--- src/rtl/jogo_unidade_controle_rodadas_if.sv ---
// Handshake/bus bundle between the game top level and the round-based control unit.
interface jogo_unidade_controle_rodadas_if #(
  parameter int ADDR_W = 4
) ();
  logic              iniciar;
  logic              jogada;
  logic              igual;
  logic [ADDR_W-1:0] limite;
  logic [ADDR_W-1:0] endereco;
  logic [ADDR_W-1:0] rodada;
  logic              zeraR;
  logic              registraR;
  logic              acertou;
  logic              errou;
  logic              timeout;
  logic              pronto;
  logic [3:0]        db_estado;

  modport slave (
    input  iniciar, jogada, igual, limite,
    output endereco, rodada, zeraR, registraR, acertou, errou, timeout, pronto, db_estado
  );

  modport master (
    output iniciar, jogada, igual, limite,
    input  endereco, rodada, zeraR, registraR, acertou, errou, timeout, pronto, db_estado
  );
endinterface

--- src/rtl/jogo_unidade_controle_rodadas.sv ---
// Round-based memory-game control unit: round r checks plays 0..r, game ends after round limite.
// Optional play timeout in espera_jogada is built only when UC_TIMEOUT_EN is defined.
module jogo_unidade_controle_rodadas #(
  parameter int ADDR_W  = 4,
  parameter int TIMEOUT = 5000
) (
  input logic                            clock,
  input logic                            reset,
  jogo_unidade_controle_rodadas_if.slave bus
);

  typedef enum logic [3:0] {
    INICIAL        = 4'h0,
    PREPARACAO     = 4'h1,
    NOVA_RODADA    = 4'h2,
    ESPERA_JOGADA  = 4'h4,
    REGISTRA       = 4'h5,
    COMPARA        = 4'h6,
    PROXIMA_JOGADA = 4'h7,
    PROXIMA_RODADA = 4'h8,
    FIM_ACERTOS    = 4'hC,
`ifdef UC_TIMEOUT_EN
    FIM_TIMEOUT    = 4'hD,
`endif
    FIM_ERRO       = 4'hE
  } estado_t;

  localparam logic [ADDR_W-1:0] ZERO_A = {ADDR_W{1'b0}};
  localparam logic [ADDR_W-1:0] UM_A   = {{(ADDR_W-1){1'b0}}, 1'b1};

  estado_t           estado_r;
  estado_t           estado_nxt_s;
  logic [ADDR_W-1:0] endereco_r;
  logic [ADDR_W-1:0] rodada_r;
  logic [ADDR_W-1:0] limite_r;
  logic              zerar_r;
  logic              registrar_r;
  logic              acertou_r;
  logic              errou_r;
  logic              pronto_r;

`ifdef UC_TIMEOUT_EN
  localparam int TIMER_W = (TIMEOUT > 2) ? $clog2(TIMEOUT) : 1;

  logic [TIMER_W-1:0] timer_r;
  logic               timer_fim_s;
  logic               timeout_r;

  assign timer_fim_s = (timer_r == TIMER_W'(TIMEOUT - 1));
`endif

  // Next-state decision
  always_comb begin
    estado_nxt_s = INICIAL;
    case (estado_r)
      INICIAL: begin
        if (bus.iniciar) estado_nxt_s = PREPARACAO;
        else             estado_nxt_s = INICIAL;
      end
      PREPARACAO:     estado_nxt_s = NOVA_RODADA;
      NOVA_RODADA:    estado_nxt_s = ESPERA_JOGADA;
      ESPERA_JOGADA: begin
        if (bus.jogada)      estado_nxt_s = REGISTRA;
`ifdef UC_TIMEOUT_EN
        else if (timer_fim_s) estado_nxt_s = FIM_TIMEOUT;
`endif
        else                 estado_nxt_s = ESPERA_JOGADA;
      end
      REGISTRA:       estado_nxt_s = COMPARA;
      // endereco only advances while below rodada, rodada only while below limite_r
      COMPARA: begin
        if (!bus.igual)                  estado_nxt_s = FIM_ERRO;
        else if (endereco_r != rodada_r) estado_nxt_s = PROXIMA_JOGADA;
        else if (rodada_r == limite_r)   estado_nxt_s = FIM_ACERTOS;
        else                             estado_nxt_s = PROXIMA_RODADA;
      end
      PROXIMA_JOGADA: estado_nxt_s = ESPERA_JOGADA;
      PROXIMA_RODADA: estado_nxt_s = NOVA_RODADA;
      FIM_ACERTOS, FIM_ERRO: begin
        if (bus.iniciar) estado_nxt_s = PREPARACAO;
        else             estado_nxt_s = estado_r;
      end
`ifdef UC_TIMEOUT_EN
      FIM_TIMEOUT: begin
        if (bus.iniciar) estado_nxt_s = PREPARACAO;
        else             estado_nxt_s = FIM_TIMEOUT;
      end
`endif
      default:        estado_nxt_s = INICIAL;
    endcase
  end

  // State register, counters and Moore outputs registered from the next state
  always_ff @(posedge clock) begin
    if (reset) begin
      estado_r    <= INICIAL;
      endereco_r  <= ZERO_A;
      rodada_r    <= ZERO_A;
      limite_r    <= ZERO_A;
      zerar_r     <= 1'b1;
      registrar_r <= 1'b0;
      acertou_r   <= 1'b0;
      errou_r     <= 1'b0;
      pronto_r    <= 1'b0;
    end else begin
      estado_r <= estado_nxt_s;
      case (estado_r)
        PREPARACAO: begin
          endereco_r <= ZERO_A;
          rodada_r   <= ZERO_A;
          limite_r   <= bus.limite;
        end
        NOVA_RODADA:    endereco_r <= ZERO_A;
        PROXIMA_JOGADA: endereco_r <= endereco_r + UM_A;
        PROXIMA_RODADA: rodada_r   <= rodada_r + UM_A;
        default: begin
          endereco_r <= endereco_r;
          rodada_r   <= rodada_r;
        end
      endcase
      zerar_r     <= (estado_nxt_s == INICIAL) || (estado_nxt_s == PREPARACAO);
      registrar_r <= (estado_nxt_s == REGISTRA);
      acertou_r   <= (estado_nxt_s == FIM_ACERTOS);
      errou_r     <= (estado_nxt_s == FIM_ERRO);
`ifdef UC_TIMEOUT_EN
      pronto_r    <= (estado_nxt_s == FIM_ACERTOS) || (estado_nxt_s == FIM_ERRO) ||
                     (estado_nxt_s == FIM_TIMEOUT);
`else
      pronto_r    <= (estado_nxt_s == FIM_ACERTOS) || (estado_nxt_s == FIM_ERRO);
`endif
    end
  end

`ifdef UC_TIMEOUT_EN
  // Play timer: counts only while staying in espera_jogada, cleared on any exit
  always_ff @(posedge clock) begin
    if (reset) begin
      timer_r   <= {TIMER_W{1'b0}};
      timeout_r <= 1'b0;
    end else begin
      if ((estado_r == ESPERA_JOGADA) && (estado_nxt_s == ESPERA_JOGADA)) begin
        timer_r <= timer_r + {{(TIMER_W-1){1'b0}}, 1'b1};
      end else begin
        timer_r <= {TIMER_W{1'b0}};
      end
      timeout_r <= (estado_nxt_s == FIM_TIMEOUT);
    end
  end

  assign bus.timeout = timeout_r;
`else
  assign bus.timeout = 1'b0;
`endif

  assign bus.endereco  = endereco_r;
  assign bus.rodada    = rodada_r;
  assign bus.zeraR     = zerar_r;
  assign bus.registraR = registrar_r;
  assign bus.acertou   = acertou_r;
  assign bus.errou     = errou_r;
  assign bus.pronto    = pronto_r;
  assign bus.db_estado = estado_r;

endmodule

--- src/flat_wrapper.sv ---
// flat-port wrapper written by rule: the top's interface ports become plain ports
module jogo_unidade_controle_rodadas_flat 
#(
  parameter int ADDR_W  = 4,
  parameter int TIMEOUT = 5000
)
  (clock, reset, bus_iniciar, bus_jogada, bus_igual, bus_limite, bus_endereco, bus_rodada, bus_zeraR, bus_registraR, bus_acertou, bus_errou, bus_timeout, bus_pronto, bus_db_estado);
  jogo_unidade_controle_rodadas_if #(.ADDR_W(ADDR_W)) bus_i ();
  input logic clock;
  input logic reset;
  input wire logic [$bits(bus_i.iniciar)-1:0] bus_iniciar;
  input wire logic [$bits(bus_i.jogada)-1:0] bus_jogada;
  input wire logic [$bits(bus_i.igual)-1:0] bus_igual;
  input wire logic [$bits(bus_i.limite)-1:0] bus_limite;
  output wire logic [$bits(bus_i.endereco)-1:0] bus_endereco;
  output wire logic [$bits(bus_i.rodada)-1:0] bus_rodada;
  output wire logic [$bits(bus_i.zeraR)-1:0] bus_zeraR;
  output wire logic [$bits(bus_i.registraR)-1:0] bus_registraR;
  output wire logic [$bits(bus_i.acertou)-1:0] bus_acertou;
  output wire logic [$bits(bus_i.errou)-1:0] bus_errou;
  output wire logic [$bits(bus_i.timeout)-1:0] bus_timeout;
  output wire logic [$bits(bus_i.pronto)-1:0] bus_pronto;
  output wire logic [$bits(bus_i.db_estado)-1:0] bus_db_estado;
  assign bus_i.iniciar = bus_iniciar;
  assign bus_i.jogada = bus_jogada;
  assign bus_i.igual = bus_igual;
  assign bus_i.limite = bus_limite;
  assign bus_endereco = bus_i.endereco;
  assign bus_rodada = bus_i.rodada;
  assign bus_zeraR = bus_i.zeraR;
  assign bus_registraR = bus_i.registraR;
  assign bus_acertou = bus_i.acertou;
  assign bus_errou = bus_i.errou;
  assign bus_timeout = bus_i.timeout;
  assign bus_pronto = bus_i.pronto;
  assign bus_db_estado = bus_i.db_estado;
  jogo_unidade_controle_rodadas #(.ADDR_W(ADDR_W), .TIMEOUT(TIMEOUT)) u_core (.clock(clock), .reset(reset), .bus(bus_i));
endmodule
--- config.mk ---
export PLATFORM = sky130hd
export DESIGN_NAME = jogo_unidade_controle_rodadas_flat
export DESIGN_NICKNAME = d
export VERILOG_FILES = /design/src/rtl/jogo_unidade_controle_rodadas_if.sv /design/src/rtl/jogo_unidade_controle_rodadas.sv /design/src/flat_wrapper.sv
export SDC_FILE = /design/constraint.sdc
export NUM_CORES = 1
export LEC_CHECK = 0
export BUFFER_PORTS_ARGS = -buffer_cell sky130_fd_sc_hd__clkbuf_2
export CAP_MARGIN = 25
export CORE_UTILIZATION = 38
export CTS_CLUSTER_DIAMETER = 120
export DETAILED_ROUTE_END_ITERATION = 10
export GPL_ROUTABILITY_DRIVEN = 0
export HOLD_SLACK_MARGIN = 0.1
export PLACE_DENSITY = 0.63
export REMOVE_ABC_BUFFERS = 1
export SYNTH_ARGS = -nofsm -noshare
export SYNTH_HDL_FRONTEND = slang
export SYNTH_SLANG_ARGS = --single-unit
export TNS_END_PERCENT = 20
--- constraint.sdc ---
create_clock -name clock -period 2.1 [get_ports clock]
set_input_delay 0.105 -clock clock [delete_from_list [all_inputs] [get_ports clock]]
set_output_delay 0.105 -clock clock [all_outputs]
set_load 0.05 [all_outputs]
==> results.ini <==
[power]
p_sw_share_pct = 28.8
p_switching_uw = 217
p_leak_nw = 0.555
intPower_uw = 537
vdd_ir_drop_max_uv = 455
total_power_uw = 754
power_density_nw_per_um2 = 580
pwr-share-clk_pct = 25.5
seqPwrFrac_pct = 57.0
power_frac_comb_pct = 17.5

[timing]
finalSetupTns_ns = 0
slew_viol_final = 0
final-hold-violation-count = 0
slew_headroom_pct = 62.4
finalCriticalPeriod_ns = 1.77
worst_slew_pin_slew_ns = 0.562
rsz0062_at_grt = no
clock_skew_ns = 0.0139
whs_ns = 0.168
fmax_mhz = 564
fin_crit_sh_pct = 84.5
setup_viol = 0

[setup_path]
reg2reg_setup_slack_ns = 0.33
cp-start-kind = flop
path_cells = and2b_1, nand2_1, a21oi_1, nor3_1, a31o_2
worst-path-buf-inv = 0
cp_data_arrival_time_ns = 1.98
end_kind = flop
cp_max_fo = 11
crit_family = flip-flops
critPathSlowestCell = dfxtp_1
crit_required_ns = 2.30
critPathMaxStageDelay_ns = 0.60
criticalPathCategory = reg2reg

[clock_tree]
ctsRootBufferMaster = clkbuf_4
cts_buffers = 3
cts_htree_levels = 1
clock_path_buffers = 2
cts_tree = yes
cts_num_sinks = 21
cts_resized = 0
worstSkewPairLatency_ns = 0.31
cts_setup_buffers = 0
clk_pin_slew_ns = 0.10
ctsHoldBuffers = 5

[yosys]
synth_cell_types = 41
yosysWarnings = 0
synth_area_um2 = 1110
async_reset_ff_share_pct = 0
synth_edf_count = 0
synth.avg_cell_area_um2 = 9.03
synth_seq_cells = 21
synth_seq_area_share_pct = 37.8
syn_inst = 123
yosys_most_used_dff = dfxtp_1

[route]
vias = 935
dr.pass1.iters = 4
post-route-drc-count = 0
wl_mm = 2.31
drt_iter0_markers = 33
ant_nets = 0
post_drt_wl_per_cell_um = 12.9
via_per_inst = 5.22

[die]
start_util_pct = 40.3
die-area_um2 = 3140
rows = 19
die-height_um = 56.1
core-area_um2 = 2760
die_x_um = 56.1
pin_count = 27

[run_status]
outcome = completed

[finish]
fin_util_pct = 47.1
fin_cells = 179
final_common_cell = clkbuf_2
area_growth_pct = 17.0
n_antenna_cell = 0
drive_above_1_share_pct = 25.7
fillers = 277
nets = 160
layout_common_cells = 25 x clkbuf_2, 21 x dfxtp_1, 20 x nor2_1, 9 x a21oi_1, 6 x mux2i_1

[grt]
grt_antenna_before_repair = 0
gr-usage-all-layers_pct = 15.8
grt_pass1_wl_mm = 3.86
grt_max_degree = 18
grt_pass1_vias = 882
overflow = 0

[hold_path]
hold_class = in2reg

[job]
maxCapViolations = 0

[placement]
portBuffers = 25
hpwl_mm = 1.68
dp_cells = 170

==> tightest hold or removal path, delay by kind of cell <==
kind,cells,cell delay [ns]
and+or+nand+nor,2,0.16
muxes,1,0.06
buffers and inverters,1,0.10
==> state kept, by name, indices dropped and copies added, names as in the netlist <==
name                  count
u_core.bus.db_estado      4
u_core.bus.endereco       4
u_core.bus.rodada         4
u_core.limite_r           4
u_core.bus.acertou        1
u_core.bus.errou          1
u_core.bus.pronto         1
u_core.bus.registraR      1
u_core.bus.zeraR          1
==> Yosys cell counts (2+ instances only) <==
cell      count  area share (%)
nor3_2        2             1.8
nand2_1       3             1.0
ha_1          2             2.3
nor2b_1       3             1.7
nor3_1        3             1.4
nor2_1       20             6.8
a21oi_1       9             4.1
a22oi_1       2             1.4
nor3b_2       2             2.3
dfxtp_1      21              38
o21ai_0       3             1.4
xor2_1        5             3.9
mux2i_1       6             5.4
nand3_1       4             1.8
xnor2_1       5             3.9
inv_1         2            0.68
nand2b_1      2             1.1
buf_2         4             1.8
nand3b_1      2             1.4
and2_1        2             1.1
==> path summary, 6_finish.rpt <==
check	startpoint	to	cells past startpoint
setup / recovery	u_core.bus.db_estado[2]	u_core.bus.zeraR	5
setup reg to reg	u_core.bus.db_estado[2]	u_core.bus.zeraR	5
hold reg to reg	u_core.limite_r[1]	u_core.limite_r[1]	2
hold / removal	bus_iniciar	u_core.bus.errou	4
==> per-layer routing <==
layer  GRT usage [%]  part of all wire (%)
met1            18.3                    44
met2            25.9                    49
met5               0                     0
met3            3.26                   4.2
met4            10.8                   2.3
==> layout make-up <==
cell class / count / area [µm²] / share of cell area (%)
Inverter: 2 / 7.51 / 0.577
Multi-Input combinational cell: 91 / 632 / 48.6
Tap cell: 31 / 38.8 / 2.98
Clock buffer: 4 / 26.3 / 2.02
Timing Repair Buffer: 30 / 175 / 13.5
Sequential cell: 21 / 420 / 32.3
==> kinds of logic (layout without fill, tap and decap cells) <==
family / after synthesis / after routing / synth area share (%)
AOI/OAI and AO/OA: 20 / 20 / 11.9
DFF: 21 / 21 / 37.8
other: 1 / 1 / 0.338
xor gates and xnor gates: 10 / 10 / 7.88
muxes: 6 / 6 / 5.41
adders and majority gates: 2 / 2 / 2.25
and+or+nand+nor: 52 / 52 / 29.1
buffers and inverters: 11 / 36 / 5.29
==> power by group through the flow <==
stage          logic (mW)  clock network (mW)  registers [mW]
2_1_floorplan      0.0668                   0           0.462
3_3_place_gp        0.124                   0           0.438
3_5_place_dp        0.125                   0           0.439
4_1_cts             0.132               0.202           0.430
5_1_grt             0.144               0.221           0.433
6_report            0.132               0.192           0.430
==> through the flow <==
step	area, µm²	worst slack [ns]
final	1300	0.326
after global routing	1300	0.170
after CTS	1300	0.325
after detailed placement	1220	0.357
after global placement	1220	0.361
after floorplan	1060	0.224
Note: power is estimated with default switching activity, not from simulation.
